`src/rtl/booth_mult_pkg.sv`:
```
// Shared types and constants for the booth_mult4 sequential multiplier.
package booth_mult_pkg;

    typedef enum logic [1:0] {
        IDLE = 2'd0,
        CALC = 2'd1,
        DONE = 2'd2
    } state_t;

    localparam int OP_W      = 4;
    localparam int RES_W     = 2 * OP_W;
    localparam int CNT_W     = 3;
    localparam int LAST_STEP = 3;

endpackage

```
`src/rtl/booth_mult4_iter_counter.sv`:
```
// Iteration counter for the Booth step loop: 3-bit up-counter that
// saturates at its all-ones value and flags when it reaches max_number.
module iter_counter
    import booth_mult_pkg::*;
(
    input  logic             clock,
    input  logic             reset,
    input  logic [CNT_W-1:0] max_number,
    output logic             bigger_than_max
);

    logic [CNT_W-1:0] count_q;

    // Count up every cycle out of reset, holding at the top value instead of wrapping.
    always_ff @(posedge clock) begin
        if (reset) begin
            count_q <= '0;
        end else if (count_q != {CNT_W{1'b1}}) begin
            count_q <= count_q + CNT_W'(1);
        end
    end

    assign bigger_than_max = (count_q >= max_number);

endmodule

```
`src/rtl/booth_mult4.sv`:
```
// Sequential signed multiplier using radix-2 Booth recoding, one step per
// clock, with a start/done handshake.
// Optional simulation trace of state transitions: define BOOTH_MULT_TRACE_EN.
//
//   state | meaning
//   IDLE  | waiting for start; operands captured on accept
//   CALC  | one Booth add/sub + arithmetic shift per cycle
//   DONE  | product copied to ab_result, done pulsed
module booth_mult4
    import booth_mult_pkg::*;
#(
    parameter int WIDTH = OP_W
) (
    input  logic               clock,
    input  logic               reset,
    input  logic               start,
    input  logic [WIDTH-1:0]   a,
    input  logic [WIDTH-1:0]   b,
    output logic [2*WIDTH-1:0] ab_result,
    output logic               done,
    output logic               busy
);

    // P holds {upper accumulator (WIDTH+1), multiplier (WIDTH), previous bit}.
    localparam int PW = 2 * WIDTH + 2;

    state_t             state_q;
    logic [PW-1:0]      p_q;
    logic [PW-1:0]      p_d;
    logic [WIDTH:0]     m_q;
    logic [WIDTH:0]     upper_sum;
    logic [2*WIDTH-1:0] result_q;
    logic               done_q;
    logic               init_count;
    logic               cnt_reset;
    logic               bigger_than_max;

    // Counter only runs while stepping; it sits at zero everywhere else.
    assign init_count = (state_q == CALC);
    assign cnt_reset  = !init_count || reset;

    iter_counter u_iter (
        .clock           (clock),
        .reset           (cnt_reset),
        .max_number      (CNT_W'(LAST_STEP)),
        .bigger_than_max (bigger_than_max)
    );

    // One Booth step: recode the two LSBs, add/sub M in the upper field, then shift.
    // The upper field is one bit wider than M so -(-8) = +8 does not overflow.
    always_comb begin
        upper_sum = p_q[PW-1:WIDTH+1];
        case (p_q[1:0])
            2'b01:   upper_sum = p_q[PW-1:WIDTH+1] + m_q;
            2'b10:   upper_sum = p_q[PW-1:WIDTH+1] - m_q;
            default: upper_sum = p_q[PW-1:WIDTH+1];
        endcase
        p_d = {upper_sum[WIDTH], upper_sum, p_q[WIDTH:1]};
    end

    // Control FSM with registered product and done pulse.
    always_ff @(posedge clock) begin
        if (reset) begin
            state_q  <= IDLE;
            p_q      <= '0;
            m_q      <= '0;
            result_q <= '0;
            done_q   <= 1'b0;
        end else begin
            done_q <= 1'b0;
            case (state_q)
                IDLE: begin
                    if (start) begin
                        m_q     <= {a[WIDTH-1], a};
                        p_q     <= {{(WIDTH + 1){1'b0}}, b, 1'b0};
                        state_q <= CALC;
                    end
                end
                CALC: begin
                    p_q <= p_d;
                    if (bigger_than_max) begin
                        state_q <= DONE;
                    end
                end
                DONE: begin
                    result_q <= p_q[2*WIDTH:1];
                    done_q   <= 1'b1;
                    state_q  <= IDLE;
                end
                default: state_q <= IDLE;
            endcase
        end
    end

    assign ab_result = result_q;
    assign done      = done_q;
    assign busy      = (state_q != IDLE);

`ifdef BOOTH_MULT_TRACE_EN
    state_t trace_state_q;

    // Report each state change once, the cycle the new state becomes visible.
    always @(posedge clock) begin
        trace_state_q <= state_q;
        if (trace_state_q != state_q) begin
            $display("[booth_mult4] t=%0t state=%s count=%0d P=0x%0h M=0x%0h",
                     $time, state_q.name(), u_iter.count_q, p_q, m_q);
        end
    end
`else
    // Trace disabled: no extra logic.
`endif

endmodule

```
`config.mk`:
```
export PLATFORM = sky130hd
export DESIGN_NAME = booth_mult4
export DESIGN_NICKNAME = d
export VERILOG_FILES = /design/src/rtl/booth_mult_pkg.sv /design/src/rtl/booth_mult4_iter_counter.sv /design/src/rtl/booth_mult4.sv
export SDC_FILE = /design/constraint.sdc
export NUM_CORES = 1
export LEC_CHECK = 0
export CORE_MARGIN = 4
export CORE_UTILIZATION = 39
export DETAILED_ROUTE_END_ITERATION = 16
export HOLD_SLACK_MARGIN = 0.12
export REMOVE_ABC_BUFFERS = 1
export SYNTH_ARGS = -nofsm -noshare
export SYNTH_HDL_FRONTEND = slang
export SYNTH_SLANG_ARGS = --single-unit
export TNS_END_PERCENT = 5
```
`constraint.sdc`:
```
create_clock -name clock -period 3.35 [get_ports clock]
set_clock_uncertainty 0.05 [all_clocks]
set_input_delay 0.67 -clock clock [delete_from_list [all_inputs] [get_ports clock]]
set_output_delay 0.67 -clock clock [all_outputs]
set_load 0.01 [all_outputs]
```
==> out/summary.txt <==
Hpwl dp = 2.06 mm
Setup crit end kind = flip-flop
Most frequent cell after synthesis = nand2_1
Synth async-reset ratio = 0%
Number of gates resized after CTS = 0
Max clock buf depth = 2
Avg Cell Area, Syn = 8.06 um^2
Average routed wire per standard cell = 11.4 um
Row count = 21
CP arrival = 2820 ps
Core ar. = 3340 um^2
Post-route DRC violation count = 0
Synth-to-layout area growth = 18.9%
Tot Pwr = 0.000619 W
Yosys top cell area share = 40.1%
Final hold viol count = 0
FF-to-FF Start = p_q[1]
Initial DRC count = 41
Num Clock Sinks = 27
Post-synth top flop = dfxtp_1
Largest net degree at the start of global routing = 18
Total grt overflow = 0
WHS Path Cells = 2
CTS buffer count = 3
R2r worst-path depth = 9
Setup Total Neg Slack = 0 ps
#FFs+latches synth = 27
Synthesized area = 1350 um^2
Synth cell count leaders = 28 x nand2_1, 27 x dfxtp_1, 24 x nor2_1
Hold Path End = ab_result[3]
Largest area contributor in the netlist = dfxtp_1
Final net count = 205
Setup Crit Path Kind = reg2reg
Post-layout minimum cycle time = 2610 ps
Peak supply drop = 213 uV
Vias in the first global route = 1073
Area contributors post-synth = dfxtp_1 40%, ha_1 8.4%, nand2_1 7.8%
Synth unique cells = 30
Max capacitance violation total = 0
Num ports = 21
Max Fclk = 383 MHz
DP Worst Slack = 769 ps
HP Start = ab_result[3]
Non-filler instance count after layout = 229
Routability cong. = 0.757
Via density = 4.93
# diodes = 0
Final setup margin = 737 ps
HP Class = reg2reg
Placed cell count = 225
Worst-margin pin slew = 674 ps
Routed wire length = 2.61 mm
Startpoint types = flip-flop
Max_slew headroom = 54.9%
Setup-failing EPs final = 0
Initial antenna violation count = 0
Routed Antenna Nets = 0
Hold Slack = 414 ps
CP required = 3560 ps
Pwr per Cell Area = 387 nW/um^2
Fin crit share = 78.0%
Vias = 1129
DIE WIDTH = 66.8 um
Synth Warn # = 0
Cells after synthesis = 167
IO Port Bufs = 20
CTS tree = built
Gr usage total = 13.2%
Initial core utilization = 40.3%
Status = finished, final reports clean
Worst r2r dst = p_q[7]
Post-CTS setup buffers = 0
Reg clk slew, reported paths = 150 ps
Sequential share of the synthesized area = 40.1%
H-tree Lvls = 1
Worst-path fanout max = 5
DRT Pass-1 Iters = 4
Leakage = 0.600 nW
Die footprint = 4460 um^2
Worst skew pair latency = 340 ps
CTS hold repair buffers = 0
Clock root buffer = clkbuf_4
First-pass GRT wire length = 4.57 mm
Layout cells sized above 1 = 6.01%
RSZ-0062 raised after global routing = no
Final Slew Violations = 0
Setup slack, reg-to-reg = 740 ps
Number of enable flip-flop cells after synthesis = 0
Die H = 66.8 um
-- cell families (layout without fill, tap and decap cells) --
family / count (synthesis) / in the layout / share of synthesized area (%)
simple gates: 75 / 75 / 24.7
compound gates: 28 / 28 / 12.8
flops: 27 / 27 / 40.1
buf+inv: 17 / 33 / 5.30
fa+ha+maj: 10 / 10 / 9.85
xor+xnor: 5 / 5 / 3.25
mux: 5 / 5 / 3.90
-- sequential cells by signal (all words and copies together), names as in the netlist --
name	count
u_iter.count_q	3
ab_result	8
p_q	9
done	1
m_q	4
state_q	2
-- stage by stage --
stage,utilization [%],instance area [um^2]
floorplan,-,1310
global placement,47.1,1570
detailed placement,47.1,1570
CTS,48.0,1600
global route,48.0,1600
finish,48.0,1600
-- worst max-delay path, cell delays in order, from the launching register on --
cell      delay, ps
dfxtp_1         430
ha_1            260
mux2_2          390
inv_1            60
ha_1            210
nor2b_1         130
o21a_1          170
o21ai_0         120
or4b_1          460
a311oi_2        260
-- cell type report --
type,instances,area [um^2]
inverters,8,30.0
fillers,353,1740
clock buffers,3,22.5
flip-flops and latches,27,541
multi-input cells,123,734
repair buffers,21,208
well taps,46,57.6
clock inverters,1,7.51
-- layer usage --
layer | GRT usage, % | routed length (um)
met1 | 15.3 | 1210
met2 | 23.0 | 1250
met3 | 3.71 | 114
met4 | 4.57 | 38
met5 | 0 | 0
-- layout by cell type, fill, tap and decap left out, drive strengths merged --
cell type,synthesis,routed
a211oi,1,1
a21oi,16,16
a22oi,1,1
a311oi,5,5
and2,1,1
and2b,1,1
buf,5,1
clkbuf,4,3
clkdlybuf4s50,0,20
clkinvlp,0,1
dfxtp,27,27
fa,1,1
ha,9,9
inv,8,8
mux2,2,2
mux2i,3,3
nand2,28,28
nand2b,4,4
nand3,2,2
nor2,25,25
nor2b,2,2
nor3,8,8
nor3b,1,1
o21a,1,1
o21ai,4,4
or2,2,2
or4b,1,1
xnor2,3,3
xor2,2,2
-- report_power, final --
part           internal, W  switching [W]  total, W
Clock            0.0000458      0.0000999  0.000146
Sequential        0.000334      0.0000129  0.000347
Combinational    0.0000615      0.0000651  0.000127
-- worst max-delay path by stage --
stage / startpoint / to / slack [ps] / depth (start not counted)
2_1_floorplan: m_q[0] / p_q[7] / 930 / 10
3_3_place_gp: m_q[0] / p_q[7] / 840 / 10
3_5_place_dp: p_q[1] / p_q[7] / 770 / 9
4_1_cts: p_q[1] / p_q[7] / 730 / 9
5_1_grt: p_q[1] / p_q[8] / 570 / 8
6_report: p_q[1] / p_q[7] / 740 / 9
Power figures use the tool's default switching activity.
